**src/rtl/udm_bus_initiator.sv**
```systemverilog
// Bus master for the udm-style on-chip bus: takes one command at a time from a
// req/ack stream, runs one bus transaction and returns one response beat.
module udm_bus_initiator #(
  parameter int unsigned BUS_TIMEOUT   = 1024,
  parameter logic [31:0] TIMEOUT_RDATA = 32'hDEADBEEF
) (
  input  logic        clk_i,
  input  logic        rst_ni,
  input  logic        cmd_req_i,
  input  logic        cmd_we_i,
  input  logic [31:0] cmd_addr_bi,
  input  logic [3:0]  cmd_be_bi,
  input  logic [31:0] cmd_wdata_bi,
  output logic        cmd_ack_o,
  output logic        rsp_req_o,
  output logic [31:0] rsp_rdata_bo,
  output logic        rsp_err_o,
  input  logic        rsp_ack_i,
  output logic        bus_req_o,
  output logic        bus_we_o,
  output logic [31:0] bus_addr_bo,
  output logic [3:0]  bus_be_bo,
  output logic [31:0] bus_wdata_bo,
  input  logic        bus_ack_i,
  input  logic        bus_resp_i,
  input  logic [31:0] bus_rdata_bi,
  output logic        busy_o
);

  localparam int unsigned CW = $clog2(BUS_TIMEOUT + 1);

  typedef enum logic [1:0] {S_IDLE, S_REQ, S_WAIT_RESP, S_RSP} state_t;

  state_t        state_q, state_d;
  logic [CW-1:0] cnt_q, cnt_d, cnt_inc;
  logic          timeout;
  logic          bus_req_d, bus_we_d, rsp_req_d, rsp_err_d, busy_d;
  logic [31:0]   bus_addr_d, bus_wdata_d, rsp_rdata_d;
  logic [3:0]    bus_be_d;

  // Gated by reset so no command is accepted while the block is held in reset
  assign cmd_ack_o = (state_q == S_IDLE) & rst_ni;

  // Saturating counter and timeout detect for the REQ/WAIT_RESP window
  assign cnt_inc = (cnt_q == CW'(BUS_TIMEOUT)) ? cnt_q : cnt_q + CW'(1);
  assign timeout = (cnt_q == CW'(BUS_TIMEOUT - 1));

  always_ff @(posedge clk_i or negedge rst_ni) begin
    if (!rst_ni) begin
      state_q      <= S_IDLE;
      cnt_q        <= '0;
      bus_req_o    <= 1'b0;
      bus_we_o     <= 1'b0;
      bus_addr_bo  <= '0;
      bus_be_bo    <= '0;
      bus_wdata_bo <= '0;
      rsp_req_o    <= 1'b0;
      rsp_rdata_bo <= '0;
      rsp_err_o    <= 1'b0;
      busy_o       <= 1'b0;
    end else begin
      state_q      <= state_d;
      cnt_q        <= cnt_d;
      bus_req_o    <= bus_req_d;
      bus_we_o     <= bus_we_d;
      bus_addr_bo  <= bus_addr_d;
      bus_be_bo    <= bus_be_d;
      bus_wdata_bo <= bus_wdata_d;
      rsp_req_o    <= rsp_req_d;
      rsp_rdata_bo <= rsp_rdata_d;
      rsp_err_o    <= rsp_err_d;
      busy_o       <= busy_d;
    end
  end

  always_comb begin
    state_d     = state_q;
    cnt_d       = cnt_q;
    bus_req_d   = bus_req_o;
    bus_we_d    = bus_we_o;
    bus_addr_d  = bus_addr_bo;
    bus_be_d    = bus_be_bo;
    bus_wdata_d = bus_wdata_bo;
    rsp_req_d   = rsp_req_o;
    rsp_rdata_d = rsp_rdata_bo;
    rsp_err_d   = rsp_err_o;

    case (state_q)
      S_IDLE: begin
        if (cmd_req_i && cmd_ack_o) begin
          bus_req_d   = 1'b1;
          bus_we_d    = cmd_we_i;
          bus_addr_d  = cmd_addr_bi;
          bus_be_d    = cmd_be_bi;
          bus_wdata_d = cmd_wdata_bi;
          cnt_d       = '0;
          state_d     = S_REQ;
        end
      end
      S_REQ: begin
        cnt_d = cnt_inc;
        // A completing ack takes priority over a timeout in the same cycle
        if (bus_ack_i) begin
          bus_req_d = 1'b0;
          if (bus_we_o) begin
            rsp_req_d   = 1'b1;
            rsp_rdata_d = '0;
            rsp_err_d   = 1'b0;
            state_d     = S_RSP;
          end else if (bus_resp_i) begin
            rsp_req_d   = 1'b1;
            rsp_rdata_d = bus_rdata_bi;
            rsp_err_d   = 1'b0;
            state_d     = S_RSP;
          end else begin
            state_d = S_WAIT_RESP;
          end
        end else if (timeout) begin
          bus_req_d   = 1'b0;
          rsp_req_d   = 1'b1;
          rsp_rdata_d = TIMEOUT_RDATA;
          rsp_err_d   = 1'b1;
          state_d     = S_RSP;
        end
      end
      S_WAIT_RESP: begin
        cnt_d = cnt_inc;
        if (bus_resp_i) begin
          rsp_req_d   = 1'b1;
          rsp_rdata_d = bus_rdata_bi;
          rsp_err_d   = 1'b0;
          state_d     = S_RSP;
        end else if (timeout) begin
          rsp_req_d   = 1'b1;
          rsp_rdata_d = TIMEOUT_RDATA;
          rsp_err_d   = 1'b1;
          state_d     = S_RSP;
        end
      end
      S_RSP: begin
        if (rsp_ack_i) begin
          rsp_req_d   = 1'b0;
          bus_we_d    = 1'b0;
          bus_addr_d  = '0;
          bus_be_d    = '0;
          bus_wdata_d = '0;
          state_d     = S_IDLE;
        end
      end
      default: state_d = S_IDLE;
    endcase

    busy_d = (state_d != S_IDLE);
  end

endmodule

```
**config.mk**
```make
export PLATFORM = sky130hd
export DESIGN_NAME = udm_bus_initiator
export DESIGN_NICKNAME = d
export VERILOG_FILES = /design/src/rtl/udm_bus_initiator.sv
export SDC_FILE = /design/constraint.sdc
export NUM_CORES = 1
export LEC_CHECK = 0
export CORE_MARGIN = 8
export CORE_UTILIZATION = 43
export DETAILED_ROUTE_END_ITERATION = 7
export GPL_ROUTABILITY_DRIVEN = 0
export PLACE_DENSITY = 0.81
export RECOVER_POWER = 100
export SKIP_CTS_REPAIR_TIMING = 1
export SLEW_MARGIN = 20
export SYNTH_ARGS = -nofsm -noshare
export SYNTH_HDL_FRONTEND = slang
export SYNTH_SLANG_ARGS = --single-unit
```
**constraint.sdc**
```tcl
create_clock -name clk_i -period 2.55 [get_ports clk_i]
set_input_delay 0.51 -clock clk_i [delete_from_list [all_inputs] [get_ports clk_i]]
set_output_delay 0.51 -clock clk_i [all_outputs]
set_load 0.01 [all_outputs]
```
==> results.py <==
metrics = {
    "layout": {
        "diodes": 0,
        "drive_gt1_share_pct": 7.949,
        "layout.cells.non_filler": 772,
        "mostFrequentLayoutCells": "118 x dfrtp_1, 106 x clkdlybuf4s50_1, 105 x dlygate4sd3_1",
        "final_util_pct": 69.25,
        "areaGrowthSynthToFinish_pct": 58.04,
        "layout_commonest_cell": "dfrtp_1",
        "fin_nets": 730,
        "fin_area_sq_um": 7874,
    },
    "critical_path": {
        "max_stage_delay_ns": 0.53,
        "worst_setup_path_end_kind": "output port",
        "worstReg2RegStart": "state_q[0]",
        "critPathArrivalTime_ns": 1.91,
        "path_cells": "inv_1 > ha_2 > and2_1 > clkdlybuf4s50_1",
        "criticalPathCategory": "flip-flop to output port",
        "cp.required_ns": 2.04,
        "rr_worst_depth": 7,
        "rr_endpoint": "bus_wdata_bo[9]",
        "path_delay_family": "buffers and inverters",
        "cp-start-kind": "flip-flop",
        "rrSetupSlack_ns": 0.18,
        "crit_fanout": 6,
        "slowest_stage": "clkdlybuf4s50_1",
        "crit_buf_inv": 2,
    },
    "power_and_ir_drop": {
        "p_per_area_nw_per_um2": 1269,
        "power.total_mw": 9.991,
        "ir_drop_uv": 674.0,
        "power.switching_mw": 3.487,
        "seqPwrFrac_pct": 32.5,
        "switching_share_pct": 34.90,
        "p_comb_share_pct": 42.8,
        "pwr-share-clk_pct": 24.7,
        "p_leak_nw": 3.560,
        "internal_power_mw": 6.504,
    },
    "placement": {
        "place_area_sq_um": 7281,
        "io_buffers": 212,
        "place_hpwl_um": 11210,
        "dp.cells": 740,
        "pre_cts_ws_ns": 0.1249,
    },
    "sta": {
        "rsz0062_at_grt": "no",
        "finalMaxSlewViolations": 0,
        "relSlewSlack_pct": 1.373,
        "finalCritPeriodShare_pct": 94.99,
        "fmax_mhz": 412.8,
        "hold_ws_ns": 0.1668,
        "period_needed_ns": 2.422,
        "setup_viol": 0,
        "fin_tns_setup_ns": 0,
        "worstMarginPinSlew_ns": 1.479,
        "setup_slack_ns": 0.1277,
        "finalHoldViolations": 0,
        "finClkSkew_ns": 0.005790,
    },
    "drt": {
        "drtIter0Drc": 241,
        "vias": 4270,
        "drc": 0,
        "wl_um": 15700,
        "top_layer_used": "met4",
        "via_per_inst": 5.531,
        "wire_per_inst_um": 20.34,
        "m1WireLength_um": 5978,
        "first_pass_iters": 7,
        "ant_nets": 0,
        "wl_met2_um": 7993,
        "wl_met3_um": 1277,
    },
    "synth": {
        "async_flop_share_pct": 100.0,
        "synth_edf_count": 0,
        "synth_flop_cell": "dfrtp_1",
        "netlist_area_sq_um": 4982,
        "ys_ff_latch": 118,
        "synthesis.nets": 514,
        "avgSynthCellArea_sq_um": 12.46,
        "synth-seq-area-share_pct": 59.27,
        "synthCells": 400,
        "yosysWarnings": 0,
        "synth_cell_types": 46,
    },
    "outcome": {
        "status": "finished clean",
    },
    "die": {
        "die_w_um": 123.6,
        "initial_core_util_pct": 43.82,
        "rows": 39,
        "dieArea_sq_um": 15290,
        "pin_count": 213,
        "core_area_sq_um": 11370,
        "fp.dieH_um": 123.6,
    },
    "clocking": {
        "max-clock-path-buffers": 2,
        "htreeDepth": 4,
        "cts_buffers": 17,
        "cts.clk_slew.worst_paths_ns": 0.06,
        "clkLatencyLatePin_ns": 0.41,
        "numClockSinks": 118,
        "cts-root-buf": "clkbuf_16",
        "cts_tree": "done",
    },
    "job": {
        "cap_violations": 0,
    },
    "grt": {
        "grt_pass1_wl_um": 24920,
        "grt_usage_pct": 20.99,
        "grt_pass1_vias": 4592,
        "grt_max_degree": 61,
        "grt-ovfl-total": 0,
        "antenna_found_initial": 0,
    },
    "min_path": {
        "hold_path_class": "input port to async pin",
    },
}
worst register-to-register path: stages (launching register included):
cell,delay (ns)
dfrtp_1,0.44
inv_1,0.15
ha_2,0.25
nand3_1,0.21
clkbuf_1,0.22
nor2_4,0.13
buf_2,0.63
a22o_1,0.26
logic make-up after synthesis:
family | after synthesis | synth area share, %
AND/OR/NAND/NOR | 58 | 6.328
AO/OA/AOI/OAI | 173 | 28.18
buffers and inverters | 38 | 3.340
XOR/XNOR | 3 | 0.5275
flip-flops | 118 | 59.27
adder cells (fa/ha/maj) | 7 | 1.758
multiplexers | 3 | 0.6027
sequential cells by signal (all words and copies together), names as in the netlist:
signal        flops
bus_we_o          1
state_q           2
bus_addr_bo      32
busy_o            1
rsp_err_o         1
rsp_rdata_bo     32
bus_be_bo         4
cnt_q            11
bus_req_o         1
rsp_req_o         1
bus_wdata_bo     32
power groups by stage:
| stage | registers [mW] | clock network, mW | logic [mW] |
|---|---|---|---|
| 2_1_floorplan | 3.56 | 0 | 1.87 |
| 3_3_place_gp | 3.26 | 0 | 4.44 |
| 3_5_place_dp | 3.26 | 0 | 4.59 |
| 4_1_cts | 3.29 | 2.51 | 4.61 |
| 5_1_grt | 3.36 | 2.60 | 4.62 |
| 6_report | 3.25 | 2.47 | 4.27 |
how the worst max path moves through the flow:
stage          startpoint               end  cells after the start
6_report       state_q[0]         cmd_ack_o                      4
5_1_grt        state_q[0]         cmd_ack_o                      4
4_1_cts        state_q[0]         cmd_ack_o                      4
3_5_place_dp    cmd_req_i   bus_wdata_bo[3]                      5
3_3_place_gp    cmd_req_i  bus_wdata_bo[14]                      5
2_1_floorplan  state_q[0]          cnt_q[4]                      7
layout make-up:
type,instances,area (sq um)
clock inverters,13,172.7
fillers,820,3496
repair buffers,225,2210
flip-flops and latches,118,2953
clock buffers,19,442.9
inverters,10,37.54
multi-input cells,244,1879
well taps,143,178.9
synth_stat cells (7+ instances only):
| master | n | area share [%] |
|---|---|---|
| dfrtp_1 | 118 | 59 |
| a22o_1 | 69 | 12 |
| o21a_1 | 17 | 2.6 |
| a21boi_0 | 16 | 2.4 |
| o22a_1 | 16 | 2.8 |
| clkbuf_1 | 15 | 1.1 |
| nor2_1 | 15 | 1.1 |
| a21oi_1 | 13 | 1.3 |
| a32o_1 | 12 | 2.4 |
| nand2_1 | 11 | 0.83 |
| buf_2 | 10 | 1.0 |
| inv_1 | 10 | 0.75 |
| nand3_1 | 10 | 1.0 |
| o2bb2ai_1 | 9 | 1.6 |
| ha_1 | 7 | 1.8 |
| o21ai_0 | 7 | 0.70 |
per-layer routing:
metal / up-vias / GRT usage (%)
met3: 30 / 8.250
met4: 0 / 7.901
li1: 1971 / -
met1: 2091 / 24.68
met2: 178 / 34.12
met5: - / 0
Note: power is estimated with default switching activity, not from simulation.
